File: src/rtl/ppu_pkg.sv
// Shared PPU types: mode encoding, framebuffer writer states and geometry defaults.
package ppu_pkg;

  typedef enum logic [1:0] {
    H_BLANK = 2'd0,
    V_BLANK = 2'd1,
    SCAN    = 2'd2,
    DRAW    = 2'd3
  } ppu_mode_e;

  typedef enum logic [1:0] {
    IDLE     = 2'd0,
    ACTIVE   = 2'd1,
    LINE_END = 2'd2,
    WAIT     = 2'd3
  } wr_state_e;

  localparam int H_PIXELS_DEF       = 160;
  localparam int V_LINES_DEF        = 144;
  localparam int BYTES_PER_LINE_DEF = H_PIXELS_DEF / 4;

  // Left-justify a partially filled pack register; unused low pixels read as 2'b00.
  function automatic logic [7:0] pad_byte(input logic [7:0] r, input logic [1:0] cnt);
    case (cnt)
      2'd1:    pad_byte = {r[1:0], 6'b0};
      2'd2:    pad_byte = {r[3:0], 4'b0};
      2'd3:    pad_byte = {r[5:0], 2'b0};
      default: pad_byte = r;
    endcase
  endfunction

endpackage

File: src/rtl/ppu_fb_fifo.sv
// Synchronous FIFO of {addr, data} words; push and pop together are accepted even when full.
module ppu_fb_fifo #(
  parameter int DEPTH = 4,
  parameter int W     = 24
) (
  input  logic         clk,
  input  logic         rst,
  input  logic         push,
  input  logic [W-1:0] din,
  input  logic         pop,
  output logic [W-1:0] dout,
  output logic         full,
  output logic         empty
);

  localparam int AW = $clog2(DEPTH);

  logic [W-1:0] mem [DEPTH];
  logic [AW:0]  wr_ptr;
  logic [AW:0]  rd_ptr;
  logic         do_push;
  logic         do_pop;

  assign empty   = (wr_ptr == rd_ptr);
  assign full    = (wr_ptr[AW] != rd_ptr[AW]) && (wr_ptr[AW-1:0] == rd_ptr[AW-1:0]);
  assign do_pop  = pop && !empty;
  assign do_push = push && (!full || do_pop);
  assign dout    = mem[rd_ptr[AW-1:0]];

  always_ff @(posedge clk or posedge rst) begin
    if (rst) begin
      wr_ptr <= '0;
      rd_ptr <= '0;
      for (int i = 0; i < DEPTH; i++) mem[i] <= '0;
    end else begin
      if (do_push) begin
        mem[wr_ptr[AW-1:0]] <= din;
        wr_ptr              <= wr_ptr + 1'b1;
      end
      if (do_pop) rd_ptr <= rd_ptr + 1'b1;
    end
  end

endmodule

File: src/rtl/ppu_fb_writer.sv
// Packs the PPU 2-bit pixel stream four-per-byte into framebuffer writes.
// Build option PPU_FB_PALETTE_EN maps each pixel through bgp before packing.
module ppu_fb_writer
  import ppu_pkg::*;
#(
  parameter logic [15:0] FB_BASE    = 16'h0000,
  parameter int          H_PIXELS   = H_PIXELS_DEF,
  parameter int          V_LINES    = V_LINES_DEF,
  parameter int          FIFO_DEPTH = 4
) (
  input  logic        clk,
  input  logic        rst,
  input  logic [1:0]  px_in,
  input  logic        px_valid,
  input  logic [1:0]  ppu_mode,
  input  logic [7:0]  bgp,
  output logic [15:0] fb_addr,
  output logic [7:0]  fb_data,
  output logic        fb_valid,
  input  logic        fb_ready,
  output logic        line_done,
  output logic        frame_done,
  output logic        overflow,
  output logic [7:0]  x_cnt,
  output logic [7:0]  y_cnt
);

  localparam logic [7:0]  H_MAX  = 8'(H_PIXELS);
  localparam logic [7:0]  Y_LAST = 8'(V_LINES - 1);
  localparam logic [15:0] BPL    = 16'(H_PIXELS / 4);

  wr_state_e   state, state_nxt;
  ppu_mode_e   mode;
  logic [7:0]  pack_reg;
  logic [1:0]  pack_cnt;
  logic [1:0]  shade;
  logic        accept;
  logic        push;
  logic [7:0]  push_data;
  logic [15:0] line_addr;
  logic [23:0] head;
  logic        fifo_full;
  logic        fifo_empty;

  assign mode = ppu_mode_e'(ppu_mode);

`ifdef PPU_FB_PALETTE_EN
  assign shade = bgp[{px_in, 1'b0} +: 2];
`else
  logic unused_bgp;
  assign unused_bgp = ^bgp;
  assign shade      = px_in;
`endif

  assign accept    = (state == ACTIVE) && px_valid && (x_cnt < H_MAX);
  assign line_addr = FB_BASE + ({8'b0, y_cnt} * BPL) + {10'b0, x_cnt[7:2]};

  always_ff @(posedge clk or posedge rst) begin
    if (rst) state <= IDLE;
    else     state <= state_nxt;
  end

  always_comb begin
    state_nxt = state;
    push      = 1'b0;
    push_data = 8'h00;
    case (state)
      IDLE: if (mode == DRAW) state_nxt = ACTIVE;
      ACTIVE: begin
        if (mode != DRAW) state_nxt = LINE_END;
        if (accept && (pack_cnt == 2'd3)) begin
          push      = 1'b1;
          push_data = {pack_reg[5:0], shade};
        end
      end
      LINE_END: begin
        state_nxt = WAIT;
        if (pack_cnt != 2'd0) begin
          push      = 1'b1;
          push_data = pad_byte(pack_reg, pack_cnt);
        end
      end
      WAIT: begin
        if (mode == DRAW)         state_nxt = ACTIVE;
        else if (mode == V_BLANK) state_nxt = IDLE;
      end
      default: state_nxt = IDLE;
    endcase
  end

  always_ff @(posedge clk or posedge rst) begin
    if (rst) begin
      x_cnt      <= 8'd0;
      y_cnt      <= 8'd0;
      pack_reg   <= 8'd0;
      pack_cnt   <= 2'd0;
      line_done  <= 1'b0;
      frame_done <= 1'b0;
      overflow   <= 1'b0;
    end else begin
      line_done  <= 1'b0;
      frame_done <= 1'b0;
      if (accept) begin
        x_cnt <= x_cnt + 8'd1;
        if (pack_cnt == 2'd3) begin
          pack_reg <= 8'd0;
          pack_cnt <= 2'd0;
        end else begin
          pack_reg <= {pack_reg[5:0], shade};
          pack_cnt <= pack_cnt + 2'd1;
        end
      end
      if (state == LINE_END) begin
        pack_reg <= 8'd0;
        pack_cnt <= 2'd0;
        if (x_cnt != 8'd0) begin
          line_done <= 1'b1;
          x_cnt     <= 8'd0;
          if (y_cnt == Y_LAST) begin
            y_cnt      <= 8'd0;
            frame_done <= 1'b1;
          end else begin
            y_cnt <= y_cnt + 8'd1;
          end
        end
      end
      // Vertical blank resynchronises the raster without claiming a frame.
      if (((state == IDLE) || (state == WAIT)) && (mode == V_BLANK)) begin
        x_cnt <= 8'd0;
        y_cnt <= 8'd0;
      end
      if (push && fifo_full && !fb_ready) overflow <= 1'b1;
    end
  end

  ppu_fb_fifo #(
    .DEPTH (FIFO_DEPTH),
    .W     (24)
  ) u_fifo (
    .clk   (clk),
    .rst   (rst),
    .push  (push),
    .din   ({line_addr, push_data}),
    .pop   (fb_ready),
    .dout  (head),
    .full  (fifo_full),
    .empty (fifo_empty)
  );

  // Valid/ready: a write transfers on a cycle with fb_valid && fb_ready; head holds while stalled.
  assign fb_valid = !fifo_empty;
  assign fb_addr  = fifo_empty ? FB_BASE : head[23:8];
  assign fb_data  = fifo_empty ? 8'h00   : head[7:0];

endmodule

File: config.mk
export PLATFORM = sky130hd
export DESIGN_NAME = ppu_fb_writer
export DESIGN_NICKNAME = d
export VERILOG_FILES = /design/src/rtl/ppu_pkg.sv /design/src/rtl/ppu_fb_fifo.sv /design/src/rtl/ppu_fb_writer.sv
export SDC_FILE = /design/constraint.sdc
export NUM_CORES = 1
export LEC_CHECK = 0
export CAP_MARGIN = 20
export CORE_ASPECT_RATIO = 1.4
export CORE_MARGIN = 5
export CORE_UTILIZATION = 45
export CTS_BUF_LIST = sky130_fd_sc_hd__clkbuf_2 sky130_fd_sc_hd__clkbuf_4 sky130_fd_sc_hd__clkbuf_8
export CTS_CLUSTER_SIZE = 30
export DETAILED_ROUTE_END_ITERATION = 8
export MAX_ROUTING_LAYER = met4
export PLACE_DENSITY_LB_ADDON = 0.3
export SLEW_MARGIN = 10
export SYNTH_ARGS = -nofsm -noshare
export SYNTH_HDL_FRONTEND = slang
export SYNTH_HIERARCHICAL = 1
export SYNTH_SLANG_ARGS = --single-unit
File: constraint.sdc
create_clock -name clk -period 5.9 [get_ports clk]
set_input_delay 1.18 -clock clk [delete_from_list [all_inputs] [get_ports clk]]
set_output_delay 1.18 -clock clk [all_outputs]
set_load 0.02 [all_outputs]
## Yosys cells after proc, flatten, opt, wreduce, memory -nomap -nowiden

Index checks and enable logic that the tools add are counted.

- Add/sub/neg operators: 6
- Multipliers: 1
- $lt $le $gt $ge: 4
- Eq/ne operators: 16
- Muxes and demuxes: 39
- Bitwise operators: 2
- Reductions and logical operators: 23

Operators with widths:

| kind | count |
|---|---|
| 2-to-1 mux 8 bit | 14 |
| bitwise mux 96 bit | 1 |
| 2-to-1 mux 24 bit | 3 |
| binary-select mux 24 bit (select 2 bit) | 1 |
| demux 24 bit (select 2 bit) | 1 |
| case mux 8 bit (3 select lines) | 1 |
| adder 8 x 1 -> 8 bit (second input constant) | 2 |
| 2-to-1 mux 16 bit | 1 |
| case mux 8 bit (2 select lines) | 1 |
| adder 14 x 6 -> 15 bit | 1 |
| 2-to-1 mux 2 bit | 7 |
| multiplier 8 x 3 -> 11 bit (second input constant) | 1 |
| == test 2 bit (second input constant) | 5 |
| logical AND 1 bit | 10 |
| == test 8 bit (second input constant) | 1 |
| less-than comparator 8 bit (second input constant) | 1 |
| case mux 2 bit (4 select lines) | 1 |
| nonzero test 2 bit | 4 |
| nonzero test 8 bit | 1 |
| 2-to-1 mux 1 bit | 7 |
| adder 3 x 1 -> 3 bit (second input constant) | 2 |
| == test 2 x 1 -> 1 bit (second input constant) | 3 |
| >= comparator 3 bit (second input constant) | 2 |
| inverter 2 -> 3 bit | 2 |
| other kinds (14) | 18 |

- Bits in registers: 133
- Bits of input ports: 16
- Output and inout port bits: 44

## Logic depth before layout (Yosys ltp)

- Word-level depth: 8
- Depth in mapped cells: 10
- Depth with buffers taken out: 9

## Cells and area by module

Netlist, hierarchy kept.

Modules (own cells, without submodules):

| module | instances | cells each | area each (µm²) | sequential area each (µm²) |
|---|---|---|---|---|
| ppu_fb_fifo | 1 | 269 | 4,760.8 | 2,552.4 |
| ppu_fb_writer | 1 | 277 | 2,408.6 | 725.7 |

## Worst setup path after synthesis

OpenSTA, ideal clock, no wires.

- Kind: flip-flop to output port
- From: register u_fifo.rd_ptr[0]
- To: output fb_valid
- Arrival: 1,830 ps
- Data required time: 4,720 ps
- Setup slack: 2,890 ps
- Stages on the path, launching flop included: 7
- Cell sequence: dfrtp_1 buf_4 xor2_4 or2_2 nor2_1 clkbuf_1 inv_1

- Longest elaborated chain between the ends: 2

Ends and longest elaborated chain:

| what | line | RTL |
|---|---|---|
| start, declared | ppu_fb_fifo.sv:20 | `logic [AW:0] rd_ptr;` |
| start signal, assigned | ppu_fb_fifo.sv:40 | `if (do_pop) rd_ptr <= rd_ptr + 1'b1;` |
| == test 3 bit | ppu_fb_fifo.sv:24 | `assign empty = (wr_ptr == rd_ptr);` |
| net fifo_empty | ppu_fb_writer.sv:43 | `logic fifo_empty;` |
| zero test 1 bit | ppu_fb_writer.sv:151 | `assign fb_valid = !fifo_empty;` |
| end, declared | ppu_fb_writer.sv:19 | `output logic fb_valid,` |

The timed path passes the listed nets, and every way through them passes these cells.

## Worst setup path after layout

- From: register u_fifo.rd_ptr[1]
- To: output fb_addr[1]

RTL lines:

| what | line | RTL |
|---|---|---|
| == test 3 bit | ppu_fb_fifo.sv:24 |  |
| net fifo_empty | ppu_fb_writer.sv:43 |  |
| 2-to-1 mux 16 bit | ppu_fb_writer.sv:152 | `assign fb_addr = fifo_empty ? FB_BASE : head[23:8];` |
| end, declared | ppu_fb_writer.sv:17 | `output logic [15:0] fb_addr,` |

The timed path passes the listed nets, and every way through them passes these cells. The select of a mux whose other input is x is not followed.

==> metrics.md <==
| Metric | Value |
|---|---|
| Critical Path Fanout Max | `27` |
| Slew headroom | `0.435` |
| First-pass GRT wire length | `between 20000 and 25000 um` |
| Biggest regs | `u_fifo/mem x96, x_cnt x8, y_cnt x8` |
| Crit-path max cell delay | `~0.57 ns` |
| Cells after Synth | `roughly 550` |
| Unrepaired setup endpoints after global routing | `false` |
| Worst-Margin Slew | `approximately 0.85 ns` |
| Clock Skew | `0.0115 ns` |
| CP Launch Type | `register` |
| Final Setup Violations | `0` |
| Kind of critical path | `register to output port` |
| Synth warnings | `6` |
| EDFF count, synth | `0` |
| Routed len/inst | `about 18 um` |
| Largest register FFs | `96` |
| Synth Area in XOR/XNOR | `0.0380` |
| Share of cells above drive strength 1 | `0.292` |
| Mapped Area | `between 0.007 and 0.008 mm^2` |
| CTS root buf | `clkbuf_8` |
| Crit share post-route | `0.748` |
| Die H | `roughly 160 um` |
| Residual DRC count | `0` |
| Clk Latency, worst-skew pair | `between 0.4 and 0.5 ns` |
| Final #Nets | `about 660` |
| Die Wd | `117 um` |
| Post-synth top area cell | `dfrtp_1` |
| Post-synthesis simple-gate area fraction | `0.0902` |
| GR peak layer | `met2` |
| Total Routed Length | `14600 um` |
| Post-DRT Antenna Nets | `0` |
| Via count | `around 4400` |
| Syn avg cell area | `between 10 and 15 um^2` |
| Port-buffer cells | `51` |
| PostCTS Resize Cnt | `0` |
| Number of global-route vias before repair | `about 4900` |
| CTS max path bufs | `2` |
| CTS Hold Bufs | `0` |
| Adder-cell share of the synthesized area | `0.0614` |
| Total clock sinks | `131` |
| Worst EP required | `4.72 ns` |
| Starting Density | `0.459` |
| Critical Path Sink Type | `output port` |
| Synth area leaders | `dfrtp_1 (46%), mux2_2 (11%), mux4_2 (7.5%), ha_1 (5.6%), mux2_4 (4.0%)` |
| Leak | `3.95 nW` |
| GR Util All Layers | `0.173` |
| Core box area | `0.0156 mm^2` |
| Setup_tns | `0 ns` |
| Critical path, cell by cell | `buf_4 -> xor2_4 -> or2_2 -> nor2_2 -> buf_4 -> nor2b_1 -> clkdlybuf4s50_1` |
| Multiplexer share of the synthesized area | `0.239` |
| Post-DP HPWL | `approximately 10000 um` |
| Vias/cell | `between 5 and 6` |
| Top reg by flops | `u_fifo/mem` |
| Largest family of logic cells by synthesized area | `multiplexers` |
| Final GP Congestion | `0.818` |
| Post-CTS Setup Bufs | `0` |
| Peak supply drop | `0.212 mV` |
| Design area | `slightly above 0.008 mm^2` |
| Fill cells | `1315` |
| Seq cells post-synth | `roughly 130` |
| Final period demand of the worst path | `around 4.4 ns` |
| Worst endpoint data arrival time | `roughly 3.2 ns` |
| CP max stage cell | `nor2_2` |
| Reg clk slew, reported paths | `0.08 ns` |
| Max-cap viol count | `0` |
| Largest net degree at the start of global routing | `55` |
| Status | `finished clean` |
| H-Tree Depth | `4` |
| Area Growth Syn to Fin | `14.9%` |
| Grt met2 use | `0.292` |
| GRT met1 Usage | `0.212` |
| Antenna diode count | `0` |
| Gr ovfl total | `0` |
| Synth Area in Compound Gates | `0.0773` |
| Met3 usage | `0.0335` |
| CTS tree | `built` |
| Post-synthesis sequential area ratio | `0.457` |
| DIE AREA | `between 0.015 and 0.02 mm^2` |
| Count leader, synth | `dfrtp_1` |
| Min-delay worst type | `register to register` |
| Pre-antenna DRT Iters | `4` |
| Pwr per Cell Area | `~360 mW/mm^2` |
| Final Hold Vio Count | `0` |
| Top cell by count, worst path | `buf_4` |
| Slew Limit Fails | `0` |
| Yosys cell types | `62` |
| FFs w/ async S/R, synth | `1.00` |
| Peak Freq | `roughly 0.23 GHz` |
| Commonest cells post-synth | `dfrtp_1 (131), mux2_2 (73), ha_1 (32), nor2b_1 (27), mux4_2 (24)` |
| Placed instance area | `0.00785 mm^2` |
| Io pins | `60` |
| Post-synth top area share | `0.457` |
| Initial DRC Count | `between 100 and 150` |
| Inserted Clock Buffers | `17` |
| Ys flop type | `dfrtp_1` |
| Initial antenna violation count | `0` |
| Site Rows | `54` |
stage by stage:
| step | total power (W) | instances | hold slack [ns] | utilization | worst slack (ns) |
|---|---|---|---|---|---|
| 6_report | 0.00300 | 815 | 0.484 | 0.528 | 1.49 |
| 5_1_grt | 0.00319 | 815 | 0.498 | 0.528 | 1.28 |
| 4_1_cts | 0.00305 | 815 | 0.488 | 0.528 | 1.41 |
| 3_5_place_dp | 0.00228 | 784 | 0.470 | 0.503 | 1.88 |
| 3_3_place_gp | 0.00224 | 784 | 0.465 | 0.503 | 1.95 |
| 2_1_floorplan | 0.00196 | 553 | 0.459 | - | 2.04 |
worst max-delay path, delay by kind of cell, from the launching register on:
family	cells	cell delay (ns)
buf+inv	3	1.23
simple gates	3	1.01
flops	1	0.32
xor+xnor	1	0.22
cell families after synthesis:
family / Yosys count
flops: 131
mux: 122
simple gates: 120
compound gates: 66
buf+inv: 46
fa+ha+maj: 34
xor+xnor: 26
other cells: 1
power breakdown:
part           switching (W)  internal (W)
combinational       0.000613      0.000474
clock               0.000359      0.000397
sequential          0.000122       0.00103
total                0.00109       0.00190
area by class of cell:
cell class,count,area [um^2],area share
Clock buffer,19,262,0.0317
Clock inverter,12,131,0.0159
Inverter,21,80.1,0.00972
Multi-Input combinational cell,376,3660,0.445
Sequential cell,131,3280,0.398
Tap cell,196,245,0.0298
Timing Repair Buffer,60,578,0.0702
path summary, 6_finish.rpt:
kind / from / end / slack [ns] / cells past startpoint
max: u_fifo/rd_ptr[1]$_DFFE_PP0P_ / fb_addr[1] / 1.49 / 7
min: overflow$_DFFE_PP0P_ / overflow$_DFFE_PP0P_ / 0.48 / 1
max reg2reg: y_cnt[3]$_DFFE_PP0P_ / u_fifo/mem[45]$_DFFE_PP0P_ / 2.74 / 9
min reg2reg: overflow$_DFFE_PP0P_ / overflow$_DFFE_PP0P_ / 0.48 / 1
max in group asynchronous: rst / u_fifo/rd_ptr[0]$_DFFE_PP0P_ / 3.41 / 3
min in group asynchronous: rst / y_cnt[6]$_DFFE_PP0P_ / 1.22 / 2
per-layer routing:
layer  part of all wire  vias up
li1                   -     2083
met1               0.43     2283
met2               0.54       65
met3              0.024       11
met4              0.012        0
met5                  0        -
cells in the final DEF, fill, tap and decap left out, types with 3 or more instances in the layout:
master	instances
clkinv_2	5
xnor2_1	15
mux2_4	19
conb_1	8
nor2b_1	27
or2_2	3
mux2_2	73
mux2_1	6
clkbuf_8	19
o41ai_4	5
inv_1	19
and3_1	4
clkdlybuf4s50_1	51
nand3b_1	8
dfrtp_1	130
and2_1	6
o21a_1	3
nand2_1	23
xor2_1	8
mux4_2	24
a21oi_1	17
ha_1	32
o21ai_0	11
nor3_1	7
clkinv_4	3
buf_4	9
nand3_1	8
nor2_1	22
(Power assumes the default switching activity.)
